==> config.mk <==
export PLATFORM = sky130hd
export DESIGN_NAME = commit_lockstep_fifo
export DESIGN_NICKNAME = d
export VERILOG_FILES = /design/src/rtl/commit_lockstep_checker.sv
export SDC_FILE = /design/constraint.sdc
export NUM_CORES = 1
export LEC_CHECK = 0
export CAP_MARGIN = 40
export CORE_MARGIN = 2
export CORE_UTILIZATION = 52
export DETAILED_ROUTE_END_ITERATION = 10
export PLACE_DENSITY = 0.75
export SLEW_MARGIN = 5
export SYNTH_ARGS = -nofsm -noshare
export SYNTH_HDL_FRONTEND = slang
export SYNTH_SLANG_ARGS = --single-unit
==> constraint.sdc <==
create_clock -name clk -period 1.96 [get_ports clk]
set_input_delay 0.392 -clock clk [delete_from_list [all_inputs] [get_ports clk]]
set_output_delay 0.392 -clock clk [all_outputs]
set_load 0.02 [all_outputs]
==> src/rtl/commit_lockstep_checker.sv <==
// commit_lockstep_checker: lockstep compare of DUT vs reference commit records through per-side FIFOs
// Ports: clk, rst (async active-high), clear (sync flush); dut_*/ref_* commit records with
// valid/ready handshakes; cmp_valid/mismatch/mismatch_code/mismatch_pc result pulse; halted;
// saturating match_cnt/err_cnt.
module commit_lockstep_fifo #(
  parameter int W = 8,
  parameter int DEPTH = 4
) (
  input  logic         clk,
  input  logic         rst,
  input  logic         clear,
  input  logic         push,
  input  logic         pop,
  input  logic [W-1:0] din,
  output logic [W-1:0] dout,
  output logic         empty,
  output logic         full
);
  localparam int AB = $clog2(DEPTH);
  logic [W-1:0] mem [DEPTH];
  logic [AB:0] wp, rp;
  assign empty = wp == rp;
  assign full = wp == {~rp[AB], rp[AB-1:0]};
  assign dout = mem[rp[AB-1:0]];
  always_ff @(posedge clk or posedge rst)
    if (rst) begin
      wp <= '0;
      rp <= '0;
    end else if (clear) begin
      wp <= '0;
      rp <= '0;
    end else begin
      wp <= wp + (AB+1)'(push);
      rp <= rp + (AB+1)'(pop);
    end
  always_ff @(posedge clk)
    if (push) mem[wp[AB-1:0]] <= din;
endmodule


# Word level (Yosys, flattened, before mapping)
# Memories as Yosys holds them, arrays and structs flattened.
# Index checks and enable logic that the tools add are counted.
[op_classes]
add_sub_neg = 2
eq_ne = 2
mux = 4
bitwise = 1
[op_table]
columns = ["cell", "count"]
rows = [
  ["$add 3x1->3", 2],
  ["$eq 3x3->1", 2],
  ["$mux 3", 2],
  ["$mux 1", 2],
  ["$not 1->1", 1],
]
[word_totals]
ff_bits = 6
ram_bits = 32
inputBits = 13
output_inout_bits = 10
wordCells = 12
mem_count = 1
[mem_list]
columns = ["name", "depth", "width", "read_ports", "rd_ports_with_merged_regs", "write_ports", "line", "rtl"]
rows = [
  ["mem", 4, 8, 1, 0, 1, "20", "logic [W-1:0] mem [DEPTH];"],
]

# Longest topological paths before layout
# Gate-level depths: netlist of run 1.
[logic_depth]
word_depth = 2
mapped_depth = 4

# Worst setup path after synthesis of run 1
# Ideal clock, no wire load.
[synth_path]
kind = "reg2out"
start = "register rp[1]"
end = "output empty"
arrival_time_ns = 1.252
required_ns = 1.568
slack_ns = 0.316
path_stages_with_launch = 4
path_buffers = 1
path_cell_list = "dfrtp_1 -> buf_2 -> xor2_1 -> nor3b_1"
[synth_via]
elab_chain_cells = 1
[synth_rtl]
columns = ["element", "line", "rtl"]
rows = [
  ["start, declared", "21", "logic [AB:0] wp, rp;"],
  ["start signal, assigned", "34", "rp <= rp + (AB+1)'(pop);"],
  ["$eq 3x3->1", "22", "assign empty = wp == rp;"],
  ["end, declared", "16", "output logic empty,"],
]
# Every way passes these cells.

# Worst setup path in the final report of run 1
[layout_path]
start = "register rp[0]"
end = "output dout[0]"
[layout_via]
elab_chain_cells = 1
[layout_rtl]
columns = ["element", "line", "rtl"]
rows = [
  ["$mem_v2 4x8", "--", ""],
  ["end, declared", "15", "output logic [W-1:0] dout,"],
]
# Every way passes these cells.

==> results.txt, run 1 <==
Top post-synthesis cells by count = 32 x edfxtp_1, 8 x mux4_2, 6 x dfrtp_1
Mean Syn Cell Area = 20.85 sq um
Die ar. = 3289 sq um
DR WL/cell = 16.87 um
Simple-gate area share of the yosys netlist = 5.072%
HP Class = input pin to asynchronous set/reset pin
Root buf cell = clkbuf_4
Die extent in y = 57.35 um
Bufs on Longest Clock Path = 2
Crit path launch = rp[0]$_DFF_PP0_
Hold_buf cts = 0
Number of global-route vias before repair = 826
Global-route wire length before repair = 3836 um
Synth Flop Type = edfxtp_1
Period utilisation layout = 98.93%
Area leader, netlist = edfxtp_1
Reg-to-Reg End = rp[2]$_DFF_PP0_
Synth Area in Adders = 3.381%
Final #Nets = 125
Post-CTS setup buffer count = 0
Final-report setup violation count = 0
Die width = 57.35 um
Mux cell area share after synthesis = 12.17%
Max stage delay on crit path = 0.52 ns
Vias = 748
Largest net degree at the start of global routing = 12
Leak = 0.7121 nW
GPL Wtd Cong = 0.7114
Syn. warnings = 0
P per Cell Area = 906.2 nW/um^2
TritonCTS clock tree = done
Min Tclk post-route = 1.939 ns
Number of port buffers = 22
Most common cell in the netlist = edfxtp_1
Row cnt = 19
Slew at the pin closest to its max-slew limit = 0.2663 ns
Worst Setup Start Kind = flop
Max FO, Critical Path = 5
Kind of critical path = flop to primary output
I/O pin count = 23
Yosys top cell area share = 64.92%
Worst r2r src = rp[0]$_DFF_PP0_
Gate Count Post-Synth = 71
Total Wirelength = 2345 um
Largest family of logic cells by synthesized area = multiplexers
Layout area overhead = 26.71%
Fin Clk Skew = 0.004982 ns
Gr usage total = 16.51%
Synth Cell Area = 1480 sq um
Final setup TNS = 0 ns
Synth Net Count = 88
Worst-Skew Late Latency = 0.34 ns
CP arrival = 1.55 ns
# DRC = 0
R2r setup slk = 0.70 ns
Unrepaired setup endpoints after global routing = yes
Reg clk slew, reported paths = 0.10 ns
Most frequent CP cell = buf_6
Initial antenna violation count = 0
Area contributors post-synth = edfxtp_1 65%, mux4_2 12%, dfrtp_1 10%, ha_1 3.4%, xnor2_1 1.8%
Sequential area share after synthesis = 75.06%
Core area = 2734 sq um
CP required = 1.57 ns
Pwr Total = 1.700 mW
Asr flop ratio synth = 15.79%
Max-capacitance violation count = 0
Xor-xnor portion of the synthesized cell area = 2.959%
DR iter-0 viols = 19
Worst Setup EP = dout[0]
Slowest-stage cell, CP = mux4_2
Initial Util = 54.14%
Final Hold Vio Count = 0
CTS buffer count = 5
Final ANT Viol Nets = 0
Synth Area in Compound Gates = 0%
Crit path cell chain = buf_6 -> mux4_2 -> buf_6
Peak VDD IR = 0.0007260 V
Layout cells sized above 1 = 32.41%
Diode count = 0
Number of detailed-route iterations in the first pass = 3
Drt via density = 5.381
Synth unique cells = 16
Max-slew violation count = 0
GR Overflow Total = 0
Post-synth EDFFs = 32
CP Capture Type = primary output
Clk sinks = 38
H-Tree Depth = 2
Flop and latch count out of synthesis = 38
Path depth of the worst reg2reg path = 5
FMAX = 515.7 MHz
Status = finished clean
Max_slew headroom = 82.18%
==> critical path, delay by kind of cell, from the launching register on <==
family | cells | cell delay [ns]
muxes | 1 | 0.52
buffers and inverters | 2 | 0.30
DFF | 1 | 0.40
==> metal layers <==
metal / routed length [um] / vias up / track usage [%]
met2: 1246 / 19 / 28.08
met3: 130 / 5 / 5.215
met5: 0 / - / 0
met4: 36 / 0 / 7.973
li1: - / 350 / -
met1: 931 / 374 / 18.85
==> flip-flops by register name, summed over array words and instances, names as in the netlist <==
register,flops
mem,32
rp,3
wp,3
==> cell families (layout without fill, tap and decap cells) <==
| family | count (synthesis) | count (layout) |
|---|---|---|
| flops | 38 | 38 |
| simple gates | 13 | 13 |
| mux | 8 | 8 |
| xor+xnor | 5 | 5 |
| fa+ha+maj | 4 | 4 |
| buf+inv | 3 | 40 |
==> final cells by class <==
class | count | area, sq um
well taps | 31 | 38.79
flip-flops and latches | 38 | 1111
clock inverters | 2 | 33.78
inverters | 1 | 3.754
repair buffers | 32 | 296.5
multi-input cells | 30 | 354.1
fillers | 197 | 858.3
clock buffers | 5 | 37.54
==> cells in the final DEF (no fill, tap or decap), drive strengths merged, types with 2 or more instances in the layout <==
| cell type | synthesis | routed |
|---|---|---|
| xor2 | 2 | 2 |
| nor2b | 4 | 4 |
| xnor2 | 3 | 3 |
| edfxtp | 32 | 32 |
| clkbuf | 0 | 5 |
| buf | 2 | 20 |
| mux4 | 8 | 8 |
| dfrtp | 6 | 6 |
| nor2 | 3 | 3 |
| nor3b | 2 | 2 |
| ha | 4 | 4 |
| clkdlybuf4s50 | 0 | 12 |
==> worst min path at each step <==
| stage | depth (start not counted) | slack (ns) | endpoint |
|---|---|---|---|
| 2_1_floorplan | 1 | 0.18 | rp[0]$_DFF_PP0_ |
| 3_3_place_gp | 2 | 0.54 | rp[2]$_DFF_PP0_ |
| 3_5_place_dp | 2 | 0.56 | wp[2]$_DFF_PP0_ |
| 4_1_cts | 2 | 0.25 | wp[2]$_DFF_PP0_ |
| 5_1_grt | 2 | 0.28 | wp[1]$_DFF_PP0_ |
| 6_report | 2 | 0.26 | wp[2]$_DFF_PP0_ |
==> per-stage QoR <==
stage | std cells | utilization [%] | instance area, sq um | hold slack (ns) | setup slack, ns
2_1_floorplan | 71 | - | 1480 | 0.1830 | 0.3159
3_3_place_gp | 132 | 65.77 | 1798 | 0.5433 | 0.01848
3_5_place_dp | 132 | 65.77 | 1798 | 0.5566 | -0.008156
4_1_cts | 139 | 68.19 | 1864 | 0.2549 | -0.02192
5_1_grt | 139 | 68.60 | 1876 | 0.2832 | -0.05808
6_report | 139 | 68.60 | 1876 | 0.2620 | 0.02100
==> timing repair <==
action | CTS | global route
setup endpoints to repair | 10 | 9
pin swaps | 0 | 1
gates resized for setup | 56 | 3
==> report_power, final <==
group / leakage [nW] / internal, mW / switching (mW)
clock: 0.0387 / 0.258 / 0.237
combinational: 0.299 / 0.146 / 0.128
sequential: 0.375 / 0.917 / 0.0146
total: 0.712 / 1.32 / 0.379
No activity file was read; power rests on OpenSTA's default activity.
==> inputs of run 2 (changes only) <==
--- a/config.mk
+++ b/config.mk
@@ -6,10 +6,12 @@
 export NUM_CORES = 1
 export LEC_CHECK = 0
 export CAP_MARGIN = 40
-export CORE_MARGIN = 2
-export CORE_UTILIZATION = 52
+export CELL_PAD_IN_SITES_DETAIL_PLACEMENT = 2
+export CELL_PAD_IN_SITES_GLOBAL_PLACEMENT = 2
+export CORE_UTILIZATION = 39
 export DETAILED_ROUTE_END_ITERATION = 10
-export PLACE_DENSITY = 0.75
+export PLACE_DENSITY = 0.74
+export SETUP_SLACK_MARGIN = 0.05
 export SLEW_MARGIN = 5
 export SYNTH_ARGS = -nofsm -noshare
 export SYNTH_HDL_FRONTEND = slang
==> run 2 against run 1 <==
Compared with the run above:
- combinational power decreased by 11%
- sequential share of layout area increased by 1.0 points
- non-clock buffer count fell by 2
- critical path depth is the same
- hold slack gained 0.073 ns
- routed wire length is 25% higher
- clock skew rose by 0.00084 ns
- critical path type unchanged
==> results.txt, run 2 (synthesis gave the netlist of run 1 again) <==
Status = finished clean (unchanged)
CTS buffer count = 5 (unchanged)
Initial Util = 40.43% (was 54.14%)
Max FO, Critical Path = 10 (was 5)
Gr usage total = 16.55% (was 16.51%)
Die extent in y = 63.61 um (was 57.35 um)
Commonest cells after routing, fill and taps aside = 32 x edfxtp_1, 12 x clkdlybuf4s50_1, 9 x buf_2 (was 32 x edfxtp_1, 12 x clkdlybuf4s50_1, 9 x buf_6)
Max-capacitance violation count = 0 (unchanged)
Die width = 63.61 um (was 57.35 um)
R2r setup slk = 0.65 ns (was 0.70 ns)
Commonest non-fill, non-tap cell in the layout = edfxtp_1 (unchanged)
Number of global-route vias before repair = 884 (was 826)
P per Cell Area = 904.9 nW/um^2 (was 906.2 nW/um^2)
Reg clk slew, reported paths = 0.07 ns (was 0.10 ns)
I/O pin count = 23 (unchanged)
Path depth of the worst reg2reg path = 3 (was 5)
Max-slew violation count = 0 (unchanged)
Final setup TNS = 0 ns (unchanged)
Worst-Skew Late Latency = 0.28 ns (was 0.34 ns)
Final Hold Vio Count = 0 (unchanged)
Number of port buffers = 22 (unchanged)
Slew at the pin closest to its max-slew limit = 0.2643 ns (was 0.2663 ns)
Leak = 0.6844 nW (was 0.7121 nW)
Final #Nets = 123 (was 125)
Initial antenna violation count = 0 (unchanged)
Final-report setup violation count = 0 (unchanged)
Fillers = 332 (was 197)
Max_slew headroom = 82.36% (was 82.18%)
Worst r2r src = wp[0]$_DFF_PP0_ (was rp[0]$_DFF_PP0_)
Fin Clk Skew = 0.005825 ns (was 0.004982 ns)
Die ar. = 4046 sq um (was 3289 sq um)
Number of detailed-route iterations in the first pass = 3 (unchanged)
DR iter-0 viols = 31 (was 19)
Max stage delay on crit path = 0.51 ns (was 0.52 ns)
Bufs on Longest Clock Path = 2 (unchanged)
FMAX = 528.8 MHz (was 515.7 MHz)
DR WL/cell = 18.99 um (was 16.87 um)
Final core occ = 50.34% (was 68.60%)
Crit path launch = rp[0]$_DFF_PP0_ (unchanged)
Hold_buf cts = 0 (unchanged)
Design area = 1843 sq um (was 1876 sq um)
Crit path cell chain = buf_12 -> mux4_2 -> buf_2 (was buf_6 -> mux4_2 -> buf_6)
CP arrival = 1.50 ns (was 1.55 ns)
Layout cells sized above 1 = 29.25% (was 32.41%)
Peak VDD IR = 0.0005156 V (was 0.0007260 V)
TritonCTS clock tree = done (unchanged)
Pwr Total = 1.668 mW (was 1.700 mW)
H-Tree Depth = 2 (unchanged)
Root buf cell = clkbuf_8 (was clkbuf_4)
Worst hold slack = 0.3347 ns (was 0.2620 ns)
Worst Setup Start Kind = flop (unchanged)
HP Class = input pin to asynchronous set/reset pin (unchanged)
Clk sinks = 38 (unchanged)
Unrepaired setup endpoints after global routing = yes (unchanged)
Area of placed instances = 1817 sq um (was 1798 sq um)
Min Tclk post-route = 1.891 ns (was 1.939 ns)
Row cnt = 22 (was 19)
GPL Wtd Cong = 0.6445 (was 0.7114)
Largest net degree at the start of global routing = 11 (was 12)
Total Wirelength = 2925 um (was 2345 um)
Post-DP HPWL = 2215 um
Drt via density = 4.948 (was 5.381)
Period utilisation layout = 96.48% (was 98.93%)
Layout area overhead = 24.51% (was 26.71%)
Final ANT Viol Nets = 0 (unchanged)
Largest register FFs = 32 (unchanged)
Core area = 3661 sq um (was 2734 sq um)
# DRC = 0 (unchanged)
Reg-to-Reg End = mem[0][0]$_DFFE_PP_ (was rp[2]$_DFF_PP0_)
GR Overflow Total = 0 (unchanged)
Buf/Inv on CP = 2 (unchanged)
CP Capture Type = primary output (unchanged)
CP required = 1.57 ns (about the same)
CP top delay family = multiplexers (unchanged)
Kind of critical path = flop to primary output (unchanged)
Slowest-stage cell, CP = mux4_2 (unchanged)
Vias = 762 (was 748)
Global-route wire length before repair = 4692 um (was 3836 um)
Diode count = 0 (unchanged)
## run 2: changes by cell type in the layout (fill, tap and decap cells not counted), sizes merged
cell and delta:
buf -3, clkbuf +3, bufinv -1, clkinv -1
## run 2: area by class of cell
cell class | count | area, sq um | share of cell area, %
flip-flops and latches | 38 | 1111 | 60.29
multi-input cells | 30 | 349.1 | 18.94
repair buffers | 30 | 242.7 | 13.17
clock buffers | 7 | 76.32 | 4.141
well taps | 48 | 60.06 | 3.259
inverters | 1 | 3.754 | 0.2037
## run 2: metal layers
metal  share of wire, %  track usage, %
met4               0.92           6.818
met3                3.8           3.986
met5                  0               0
met2                 54           27.93
met1                 41           20.19
## run 2: through the flow
stage / worst slack (ns) / instances
floorplan: 0.3159 / 71
global placement: -0.001322 / 147
detailed placement: -0.01714 / 147
CTS: 0.04463 / 154
global route: 0.01052 / 154
finish: 0.06898 / 154
## run 2: power by group
part / internal (mW) / switching, mW / leakage [nW]
clock: 0.245 / 0.244 / 0.0383
sequential: 0.918 / 0.0151 / 0.375
combinational: 0.117 / 0.128 / 0.271
## run 2: how the worst max path moves through the flow
stage	to	slack (ns)	cells after the start
after global routing	dout[5]	0.01	3
final	dout[5]	0.07	3
after CTS	dout[5]	0.04	3
after detailed placement	dout[5]	-0.02	3
after global placement	dout[7]	-0.001	3
after floorplan	empty	0.32	3
## run 2: worst register-to-register path: stages, from the launching register on
cell	delay (ns)
dfrtp_1	0.40
buf_4	0.16
nor3b_1	0.23
buf_4	0.23
## run 2: what timing repair did
action | CTS | global route
endpoints found under the setup margin | 10 | 10
pin swaps | 0 | 0
resized for setup | 38 | 3
setup buffers | 0 | 0
endpoints found under the hold margin | 0 | 0
==> inputs of run 3 (changes only) <==
--- a/config.mk
+++ b/config.mk
@@ -6,11 +6,11 @@
 export NUM_CORES = 1
 export LEC_CHECK = 0
 export CAP_MARGIN = 40
-export CELL_PAD_IN_SITES_DETAIL_PLACEMENT = 2
-export CELL_PAD_IN_SITES_GLOBAL_PLACEMENT = 2
-export CORE_UTILIZATION = 39
+export CELL_PAD_IN_SITES_DETAIL_PLACEMENT = 1
+export CELL_PAD_IN_SITES_GLOBAL_PLACEMENT = 1
+export CORE_UTILIZATION = 44
 export DETAILED_ROUTE_END_ITERATION = 10
-export PLACE_DENSITY = 0.74
+export PLACE_DENSITY = 0.73
 export SETUP_SLACK_MARGIN = 0.05
 export SLEW_MARGIN = 5
 export SYNTH_ARGS = -nofsm -noshare
==> run 3 against run 2 <==
Compared with the run above:
- the flow now finishes with violations (setup timing)
- non-clock buffer count rose by 4
- sequential cell count did not move
- largest cell class unchanged
- utilization rose by 10 points
- routed wire length fell by 10%
- sequential share of layout area fell by 1.6 points
- sequential power barely moved
- total power fell by 5.8%
- die area fell by 11%
- count of clock-buffer cells in the layout fell by 2
==> results.txt, run 3 (synthesis gave the netlist of run 1 again) <==
Final #Nets = 127 (was 123)
Design area = 1894 sq um (was 1843 sq um)
Kind of critical path = flop to primary output (unchanged)
Die width = 60 um (was 63.61 um)
Crit path launch = rp[0]$_DFF_PP0_ (unchanged)
HP Class = input pin to asynchronous set/reset pin (unchanged)
Clk sinks = 38 (unchanged)
Drt via density = 5.059 (was 4.948)
CP arrival = 1.58 ns (was 1.50 ns)
Max FO, Critical Path = 7 (was 10)
FMAX = 507.6 MHz (was 528.8 MHz)
Fillers = 290 (was 332)
Die ar. = 3600 sq um (was 4046 sq um)
Commonest cells after routing, fill and taps aside = 32 x edfxtp_1, 12 x clkdlybuf4s50_1, 11 x buf_4 (was 32 x edfxtp_1, 12 x clkdlybuf4s50_1, 9 x buf_2)
Most Crowded Layer GR = met2 (unchanged)
Largest net degree at the start of global routing = 11 (unchanged)
Root buf cell = clkbuf_4 (was clkbuf_8)
Final WS setup = -0.01014 ns (was 0.06898 ns)
Final ANT Viol Nets = 0 (unchanged)
Area of placed instances = 1842 sq um (was 1817 sq um)
Gr usage total = 17.80% (was 16.55%)
I/O pin count = 23 (unchanged)
Unrepaired setup endpoints after global routing = yes (unchanged)
Vias = 774 (was 762)
Global-route track usage on met1 = 21.35% (was 20.19%)
Final Hold Vio Count = 0 (unchanged)
GPL Wtd Cong = 0.6819 (was 0.6445)
Layout area overhead = 27.98% (was 24.51%)
DR iter-0 viols = 5 (was 31)
Worst r2r src = rp[0]$_DFF_PP0_ (was wp[0]$_DFF_PP0_)
CP required = 1.57 ns (about the same)
Diode count = 0 (unchanged)
CTS buffer count = 5 (unchanged)
Status = finished with violations (was finished clean)
TritonCTS clock tree = done (unchanged)
DR WL/cell = 17.12 um (was 18.99 um)
Layout cells sized above 1 = 33.03% (was 29.25%)
Met2 Usage GRT = 29.05% (was 27.93%)
Commonest non-fill, non-tap cell in the layout = edfxtp_1 (unchanged)
CP Capture Type = primary output (unchanged)
H-Tree Depth = 2 (unchanged)
Fin Clk Skew = 0.003580 ns (was 0.005825 ns)
Number of port buffers = 22 (unchanged)
Min Tclk post-route = 1.970 ns (was 1.891 ns)
Total Wirelength = 2620 um (was 2925 um)
Max-slew violation count = 0 (unchanged)
Period utilisation layout = 100.5% (was 96.48%)
Final setup TNS = -0.01293 ns (was 0 ns)
P per Cell Area = 828.9 nW/um^2 (was 904.9 nW/um^2)
GR Overflow Total = 0 (unchanged)
Number of detailed-route iterations in the first pass = 3 (unchanged)
Initial antenna violation count = 0 (unchanged)
Failing checks = setup timing
Initial Util = 47.32% (was 40.43%)
Post-DP HPWL = 1957 um (was 2215 um)
Number of global-route vias before repair = 843 (was 884)
Die extent in y = 60 um (was 63.61 um)
Global-route wire length before repair = 4195 um (was 4692 um)
Max-capacitance violation count = 0 (unchanged)
Leak = 0.7111 nW (was 0.6844 nW)
Worst-Skew Late Latency = 0.34 ns (was 0.28 ns)
Reg clk slew, reported paths = 0.10 ns (was 0.07 ns)
Core area = 3128 sq um (was 3661 sq um)
Met3 usage = 6.710% (was 3.986%)
Worst Setup Start Kind = flop (unchanged)
Bufs on Longest Clock Path = 2 (unchanged)
Peak VDD IR = 0.0006278 V (was 0.0005156 V)
Final-report setup violation count = 2 (was 0)
Row cnt = 20 (was 22)
Slew at the pin closest to its max-slew limit = 0.2367 ns (was 0.2643 ns)
Largest register FFs = 32 (unchanged)
Max_slew headroom = 84.16% (was 82.36%)
# DRC = 0 (unchanged)
## run 3: cell count changes in the layout (fill, tap and decap cells not counted), sizes merged
cell	change
buf	+5
clkbuf	-3
clkinv	+1
## run 3: final timing paths
| kind | slack [ns] | endpoint | cells past startpoint |
|---|---|---|---|
| worst max-delay path | -0.01 | dout[7] | 3 |
| worst min-delay path | 0.26 | wp[2]$_DFF_PP0_ | 2 |
| worst max register to register | 0.66 | rp[1]$_DFF_PP0_ | 4 |
| worst min register to register | 0.56 | rp[2]$_DFF_PP0_ | 2 |
| max in group asynchronous | 1.51 | rp[1]$_DFF_PP0_ | 2 |
| min in group clk | 0.56 | rp[2]$_DFF_PP0_ | 2 |
## run 3: layout make-up
class                           instances  area (sq um)  share of cell area [%]
Clock buffer                            5         37.54                   1.982
Clock inverter                          1         3.754                  0.1982
Inverter                                1         3.754                  0.1982
Multi-Input combinational cell         30         354.1                   18.69
Sequential cell                        38          1111                   58.65
Tap cell                               44         55.05                   2.906
Timing Repair Buffer                   34         329.1                   17.37
## run 3: critical path, cell delays in order (launching register included)
cell and delay (ns):
dfrtp_1 0.43, buf_12 0.15, mux4_2 0.51, buf_6 0.15
## run 3: stage by stage
step / setup WS [ns] / hold WS [ns] / cells / total power, mW / util [%]
floorplan: 0.3159 / 0.1830 / 71 / 1.087 / -
global placement: -0.008671 / 0.5416 / 147 / 1.225 / 58.88
detailed placement: -0.05601 / 0.5458 / 147 / 1.234 / 58.88
CTS: -0.05019 / 0.2592 / 153 / 1.587 / 60.12
global route: -0.08938 / 0.2776 / 153 / 1.636 / 60.56
finish: -0.01014 / 0.2611 / 153 / 1.570 / 60.56
## run 3: repair_timing
action                                  4_1_cts  5_1_grt
endpoints found under the setup margin       10       10
setup buffers                                 0        0
hold buffers                                  0        0
resized for setup                            57        4
## run 3: power by group
part	internal, mW	leakage [nW]	total [mW]	switching, mW
sequential	0.917	0.375	0.934	0.0170
combinational	0.153	0.312	0.284	0.131
clock	0.123	0.0246	0.352	0.230
total	1.19	0.711	1.57	0.378
## run 3: per-layer routing
layer	share of wire, %	vias up	wire (um)
met5	0	-	0
met4	1.2	0	31
met3	4.5	6	119
met2	53	17	1400
met1	41	395	1068
li1	-	356	-
